File: config.mk
export PLATFORM = sky130hd
export DESIGN_NAME = debug_dump_ctrl_flat
export DESIGN_NICKNAME = d
export VERILOG_FILES = /design/src/rtl/debug_dump_ctrl_pkg.sv /design/src/rtl/debug_dump_ctrl_if.sv /design/src/rtl/debug_dump_ctrl_tx_watchdog.sv /design/src/rtl/debug_dump_ctrl.sv /design/src/flat_wrapper.sv
export SDC_FILE = /design/constraint.sdc
export NUM_CORES = 1
export LEC_CHECK = 0
export ABC_AREA = 1
export BUFFER_PORTS_ARGS = -buffer_cell sky130_fd_sc_hd__buf_4
export CORE_MARGIN = 3
export CORE_UTILIZATION = 49
export DETAILED_ROUTE_END_ITERATION = 6
export PLACE_DENSITY = 0.71
export SETUP_SLACK_MARGIN = 0.4
export SKIP_CTS_REPAIR_TIMING = 1
export SYNTH_ARGS = -nofsm -noshare
export SYNTH_HDL_FRONTEND = slang
export SYNTH_SLANG_ARGS = --single-unit
File: constraint.sdc
create_clock -name clk -period 2 [get_ports clk]
set_input_delay 0.1 -clock clk [delete_from_list [all_inputs] [get_ports clk]]
set_output_delay 0.1 -clock clk [all_outputs]
set_load 0.005 [all_outputs]
File: src/rtl/debug_dump_ctrl_pkg.sv
// debug_pkg: shared states and command bytes for the debug dump sequencer.
package debug_pkg;
    typedef enum logic [2:0] {IDLE, LOAD, SEND, WAIT_TX, TERM, TERM_WAIT} state_t;
    localparam logic [7:0] CMD_STEP  = 8'h73;
    localparam logic [7:0] CMD_DUMP  = 8'h64;
    localparam logic [7:0] CMD_RUN   = 8'h63;
    localparam logic [7:0] TERM_BYTE = 8'h0A;
endpackage

File: src/rtl/debug_dump_ctrl_if.sv
// debug_dump_ctrl_if: uart_rx / debug FIFO / uart_tx / pipeline signals around the sequencer.
interface debug_dump_ctrl_if #(parameter int B = 8);
    logic         rx_done_tick;
    logic [B-1:0] rx_data;
    logic         fifo_empty;
    logic [B-1:0] fifo_r_data;
    logic         tx_done_tick;
    logic         fifo_wr;
    logic         fifo_rd;
    logic         tx_start;
    logic [B-1:0] tx_data;
    logic         pipe_en;
    logic         busy;
    logic         tx_err;
    modport master (
        input  rx_done_tick, rx_data, fifo_empty, fifo_r_data, tx_done_tick,
        output fifo_wr, fifo_rd, tx_start, tx_data, pipe_en, busy, tx_err
    );
    modport slave (
        output rx_done_tick, rx_data, fifo_empty, fifo_r_data, tx_done_tick,
        input  fifo_wr, fifo_rd, tx_start, tx_data, pipe_en, busy, tx_err
    );
endinterface

File: src/rtl/debug_dump_ctrl_tx_watchdog.sv
// tx_watchdog: per-byte transmit timeout counter, shared by WAIT_TX and TERM_WAIT.
module tx_watchdog #(
    parameter int TIMEOUT = 100000
) (
    input  logic clk,
    input  logic reset,
    input  logic clr_i,
    input  logic en_i,
    output logic expired_o
);
    localparam int WW = (TIMEOUT > 1) ? $clog2(TIMEOUT) : 1;
    logic [WW-1:0] wd_q;
    always_ff @(posedge clk or negedge reset) begin
        if (!reset) wd_q <= '0;
        else if (clr_i) wd_q <= '0;
        else if (en_i) wd_q <= wd_q + 1'b1;
    end
    assign expired_o = en_i && (wd_q == WW'(TIMEOUT - 1));
endmodule

File: src/rtl/debug_dump_ctrl.sv
// debug_dump_ctrl: host command sequencer gating the pipeline and dumping the debug FIFO over UART.
module debug_dump_ctrl
    import debug_pkg::*;
#(
    parameter int B          = 8,
    parameter int N_BYTES    = 4,
    parameter int TX_TIMEOUT = 100000
) (
    input  logic          clk,
    input  logic          reset,
    debug_dump_ctrl_if.master bus
);
    localparam int CW = $clog2(N_BYTES + 1);
    state_t        state_q, state_d;
    logic [CW-1:0] cnt_q, cnt_d;
    logic [B-1:0]  tx_data_q, tx_data_d;
    logic          run_q, run_d, err_q, err_d, step_q, step_d;
    logic          wr_q, wr_d, rd_q, rd_d, start_q, start_d, pe_q, pe_d, busy_q, busy_d;
    logic          wd_clr, wd_en, wd_expired;
    assign wd_en = (state_q == WAIT_TX) || (state_q == TERM_WAIT);
    tx_watchdog #(.TIMEOUT(TX_TIMEOUT)) u_wd (
        .clk(clk), .reset(reset), .clr_i(wd_clr), .en_i(wd_en), .expired_o(wd_expired)
    );
    always_comb begin
        state_d   = state_q;
        cnt_d     = cnt_q;
        tx_data_d = tx_data_q;
        run_d     = run_q;
        err_d     = err_q;
        step_d    = 1'b0;
        wr_d      = 1'b0;
        rd_d      = 1'b0;
        start_d   = 1'b0;
        wd_clr    = 1'b0;
        case (state_q)
            IDLE: begin
                // a step pulse owns the cycle after its command; bytes arriving then are dropped
                if (step_q) begin
                    state_d = LOAD;
                    wr_d    = 1'b1;
                end else if (bus.rx_done_tick) begin
                    if (run_q) run_d = 1'b0;
                    else if (bus.rx_data == B'(CMD_STEP)) begin
                        step_d = 1'b1;
                        err_d  = 1'b0;
                    end else if (bus.rx_data == B'(CMD_DUMP)) begin
                        state_d = LOAD;
                        wr_d    = 1'b1;
                        err_d   = 1'b0;
                    end else if (bus.rx_data == B'(CMD_RUN)) begin
                        run_d = 1'b1;
                        err_d = 1'b0;
                    end
                end
            end
            LOAD: begin
                cnt_d   = '0;
                state_d = SEND;
            end
            SEND: begin
                if (cnt_q == CW'(N_BYTES) || bus.fifo_empty) state_d = TERM;
                else begin
                    tx_data_d = bus.fifo_r_data;
                    start_d   = 1'b1;
                    rd_d      = 1'b1;
                    cnt_d     = cnt_q + 1'b1;
                    wd_clr    = 1'b1;
                    state_d   = WAIT_TX;
                end
            end
            WAIT_TX: begin
                if (bus.tx_done_tick) state_d = SEND;
                else if (wd_expired) begin
                    err_d   = 1'b1;
                    state_d = IDLE;
                end
            end
            TERM: begin
                tx_data_d = B'(TERM_BYTE);
                start_d   = 1'b1;
                wd_clr    = 1'b1;
                state_d   = TERM_WAIT;
            end
            TERM_WAIT: begin
                if (bus.tx_done_tick) state_d = IDLE;
                else if (wd_expired) begin
                    err_d   = 1'b1;
                    state_d = IDLE;
                end
            end
            default: state_d = IDLE;
        endcase
        pe_d   = (state_d == IDLE) && (run_d || step_d);
        busy_d = state_d != IDLE;
    end
    always_ff @(posedge clk or negedge reset) begin
        if (!reset) begin
            state_q   <= IDLE;
            cnt_q     <= '0;
            tx_data_q <= '0;
            run_q     <= 1'b0;
            err_q     <= 1'b0;
            step_q    <= 1'b0;
            wr_q      <= 1'b0;
            rd_q      <= 1'b0;
            start_q   <= 1'b0;
            pe_q      <= 1'b0;
            busy_q    <= 1'b0;
        end else begin
            state_q   <= state_d;
            cnt_q     <= cnt_d;
            tx_data_q <= tx_data_d;
            run_q     <= run_d;
            err_q     <= err_d;
            step_q    <= step_d;
            wr_q      <= wr_d;
            rd_q      <= rd_d;
            start_q   <= start_d;
            pe_q      <= pe_d;
            busy_q    <= busy_d;
        end
    end
    assign bus.fifo_wr  = wr_q;
    assign bus.fifo_rd  = rd_q;
    assign bus.tx_start = start_q;
    assign bus.tx_data  = tx_data_q;
    assign bus.pipe_en  = pe_q;
    assign bus.busy     = busy_q;
    assign bus.tx_err   = err_q;
endmodule

File: src/flat_wrapper.sv
// flat-port wrapper written by rule: the top's interface ports become plain ports
module debug_dump_ctrl_flat import debug_pkg::*;
#(
    parameter int B          = 8,
    parameter int N_BYTES    = 4,
    parameter int TX_TIMEOUT = 100000
)
  (clk, reset, bus_rx_done_tick, bus_rx_data, bus_fifo_empty, bus_fifo_r_data, bus_tx_done_tick, bus_fifo_wr, bus_fifo_rd, bus_tx_start, bus_tx_data, bus_pipe_en, bus_busy, bus_tx_err);
  debug_dump_ctrl_if #(.B(B)) bus_i ();
  input  logic clk;
  input  logic reset;
  input wire logic [$bits(bus_i.rx_done_tick)-1:0] bus_rx_done_tick;
  input wire logic [$bits(bus_i.rx_data)-1:0] bus_rx_data;
  input wire logic [$bits(bus_i.fifo_empty)-1:0] bus_fifo_empty;
  input wire logic [$bits(bus_i.fifo_r_data)-1:0] bus_fifo_r_data;
  input wire logic [$bits(bus_i.tx_done_tick)-1:0] bus_tx_done_tick;
  output wire logic [$bits(bus_i.fifo_wr)-1:0] bus_fifo_wr;
  output wire logic [$bits(bus_i.fifo_rd)-1:0] bus_fifo_rd;
  output wire logic [$bits(bus_i.tx_start)-1:0] bus_tx_start;
  output wire logic [$bits(bus_i.tx_data)-1:0] bus_tx_data;
  output wire logic [$bits(bus_i.pipe_en)-1:0] bus_pipe_en;
  output wire logic [$bits(bus_i.busy)-1:0] bus_busy;
  output wire logic [$bits(bus_i.tx_err)-1:0] bus_tx_err;
  assign bus_i.rx_done_tick = bus_rx_done_tick;
  assign bus_i.rx_data = bus_rx_data;
  assign bus_i.fifo_empty = bus_fifo_empty;
  assign bus_i.fifo_r_data = bus_fifo_r_data;
  assign bus_i.tx_done_tick = bus_tx_done_tick;
  assign bus_fifo_wr = bus_i.fifo_wr;
  assign bus_fifo_rd = bus_i.fifo_rd;
  assign bus_tx_start = bus_i.tx_start;
  assign bus_tx_data = bus_i.tx_data;
  assign bus_pipe_en = bus_i.pipe_en;
  assign bus_busy = bus_i.busy;
  assign bus_tx_err = bus_i.tx_err;
  debug_dump_ctrl #(.B(B), .N_BYTES(N_BYTES), .TX_TIMEOUT(TX_TIMEOUT)) u_core (.clk(clk), .reset(reset), .bus(bus_i));
endmodule
==> flow_summary.ini <==
[worst_setup_path]
crit_slowest_cell = dfrtp_1
cp_top_family = simple AND/OR/NAND/NOR gates
crit_buf_inv = 2
worst_setup_path_start_kind = flip-flop
worstPathArrival_ns = 1.82
max_stage_delay_ns = 0.41
endpoint_kind = flip-flop
worst-path-max-fanout = 11
crit_chain = inv_1 > ha_2 > a21oi_2 > nor2b_4 > nor2_4 > nand2_4 > buf_12 > nand3_1 > o21ai_1
crit_type = reg2reg
required_ns = 2.17

[die]
die_w_um = 71.1
die_y_um = 71.1
rows = 23
io_pins = 35
core_area_um2 = 4060
start_util_pct = 51.2
die_area_um2 = 5060

[clocking]
clk_latency_ns = 0.29
clk_pin_slew_ns = 0.07
ctsHtreeMaxLevel = 2
ctsLongestPathBuffers = 2
clock-root-buffer = clkbuf_8
cts_tree = yes
numCtsBuffers = 5
cts_sinks = 39

[global_routing]
antenna_found_initial = 0
grt_pass1_vias = 1696
grt_pass1_wl_mm = 7.67
grt_max_degree = 40
grt_overflow = 0
grtUsageTotal_pct = 19.4

[detailed_routing]
drtIter0Drc = 110
routedWlPerCell_um = 12.9
via_per_inst = 5.11
final_antenna_net_count = 0
drtPass1Iterations = 4
drt-total-wl_mm = 4.77
route.detailed.drc = 0
vias = 1896

[timing]
fin_crit_sh_pct = 82.6
period_minus_slack_ns = 1.65
setup_viol = 0
slew_viol_final = 0
max_slew_margin_pct = 67.6
setup_tns_ns = 0
finClkSkew_ns = 0.00694
hold_viol = 0
worstMarginPinSlew_ns = 0.486
rsz0062_at_grt = yes
fmax_ghz = 0.605

[synth]
ys_ff_latch = 39
syn-cell-area_um2 = 2080
syn_inst = 269
syn_area_per_cell_um2 = 7.73
yosysUniqueCellTypes = 22
synth_nets = 293
yosys_warnings = 0
seq_area_frac_synth_pct = 47.0

[placement]
dpl.cell_count = 351
routabilityCongestion = 0.837
dpl.hpwl_mm = 3.35
portBuffers = 34

[layout]
finish.utilization_pct = 65.5
final_cells = 371
drive_gt1_share_pct = 23.7
syn2layout_area_growth_pct = 27.9
nets = 344
diodes = 0

[power]
p_leak_nw = 1.32
irDropWorstVdd_mv = 0.795
p_per_area_nw_per_um2 = 1060

[flow_run]
drv_cap = 0

[hold_path]
hold_path.class = in2reg

[outcome]
outcome = finished clean
[path summary, 6_finish.rpt]
path / endpoint / from / slack [ns] / depth (start not counted)
worst min register to register: u_core.bus.tx_data[1]$_DFFE_PN0P_ / u_core.bus.tx_data[1]$_DFFE_PN0P_ / 0.49 / 2
min in group asynchronous: u_core.u_wd.wd_q[9]$_DFFE_PN0P_ / reset / 0.31 / 2
max in group asynchronous: u_core.bus.busy$_DFF_PN0_ / reset / 1.35 / 2
worst max register to register: u_core.u_wd.wd_q[13]$_DFFE_PN0P_ / u_core.cnt_q[0]$_DFFE_PN0P_ / 0.35 / 9
worst min-delay path: u_core.bus.tx_data[1]$_DFFE_PN0P_ / bus_fifo_r_data[1] / 0.01 / 3
worst max-delay path: u_core.u_wd.wd_q[13]$_DFFE_PN0P_ / u_core.cnt_q[0]$_DFFE_PN0P_ / 0.35 / 9
[sequential cells by signal, indices dropped and copies added, names as in the netlist]
register and flops:
u_core.u_wd.wd_q 17, u_core.bus.tx_err 1, u_core.bus.fifo_rd 1, u_core.state_q 3, u_core.step_q 1, u_core.bus.tx_data 8, u_core.bus.busy 1, u_core.run_q 1
u_core.bus.pipe_en 1, u_core.cnt_q 3, u_core.bus.tx_start 1, u_core.bus.fifo_wr 1
[cells in the mapped netlist]
| library cell | n | area share, % |
|---|---|---|
| a21oi_1 | 12 | 2.9 |
| a22o_1 | 7 | 3.0 |
| a22o_2 | 1 | 0.48 |
| buf_4 | 3 | 1.1 |
| clkbuf_8 | 1 | 0.66 |
| dfrtp_1 | 39 | 47 |
| ha_1 | 3 | 1.8 |
| inv_1 | 39 | 7.0 |
| inv_2 | 1 | 0.18 |
| nand2_1 | 59 | 11 |
| nand2_2 | 3 | 0.90 |
| nand3_1 | 24 | 5.8 |
| nand3_2 | 1 | 0.48 |
| nand4_1 | 6 | 1.8 |
| nor2_1 | 37 | 6.7 |
| nor2_2 | 4 | 1.2 |
| nor2_4 | 1 | 0.54 |
| nor2b_4 | 1 | 0.66 |
| nor3_1 | 8 | 1.9 |
| o21ai_0 | 5 | 1.2 |
| o21ai_1 | 10 | 2.4 |
| xor2_1 | 4 | 1.7 |
[where the power goes]
group / switching (W) / leakage (nW) / internal (W)
combinational: 0.000641 / 0.752 / 0.000620
sequential: 0.000114 / 0.526 / 0.000944
clock: 0.000260 / 0.0422 / 0.000244
[tightest hold or removal path: stages]
cell and delay, ns:
buf_4 0.07, a21oi_1 0.05, nand2_1 0.05
[cells in the final DEF (no fill, tap or decap), types with 4 or more instances in the layout]
| cell type | netlist | routed |
|---|---|---|
| nand2_1 | 59 | 57 |
| nor2_1 | 37 | 34 |
| o21ai_0 | 5 | 5 |
| dfrtp_1 | 39 | 39 |
| nand4_1 | 6 | 6 |
| xor2_1 | 4 | 4 |
| buf_4 | 3 | 43 |
| a22o_1 | 7 | 7 |
| o21ai_1 | 10 | 10 |
| nand3_1 | 24 | 23 |
| a21oi_1 | 12 | 10 |
| inv_1 | 39 | 38 |
| nor3_1 | 8 | 8 |
| clkbuf_8 | 1 | 5 |
| nor2_2 | 4 | 5 |
[cells by family after synthesis]
kind of cell    Yosys count  synth area share (%)
simple gates            144                  30.6
compound gates           35                  9.93
flops                    39                  47.0
buf+inv                  44                  8.97
fa+ha+maj                 3                  1.81
xor+xnor                  4                  1.69
[layout make-up]
type / instances / area, µm²
Sequential cell: 39 / 976
Fill cell: 349 / 1400
Clock inverter: 1 / 5.00
Timing Repair Buffer: 48 / 413
Clock buffer: 7 / 76.3
Tap cell: 50 / 62.6
Inverter: 40 / 150
Multi-Input combinational cell: 186 / 976
[through the flow]
stage	power, W	setup WS, ns	hold WS, ns	cell area [µm²]
after global placement	0.00195	0.371	0.0974	2370
after CTS	0.00250	0.327	-0.219	2460
after global routing	0.00302	0.269	0.0259	2660
final	0.00282	0.347	0.0143	2660
after detailed placement	0.00199	0.326	0.100	2370
after floorplan	0.00169	0.536	-0.196	2080
[per-layer routing]
| layer | vias up | global-route usage (%) | wire (µm) |
|---|---|---|---|
| met2 | 65 | 28.0 | 2090 |
| met3 | 7 | 3.98 | 284 |
| met5 | - | 0 | 0 |
| met1 | 862 | 28.6 | 2320 |
| met4 | 0 | 7.52 | 74 |
| li1 | 962 | - | - |
Power figures use the tool's default switching activity.
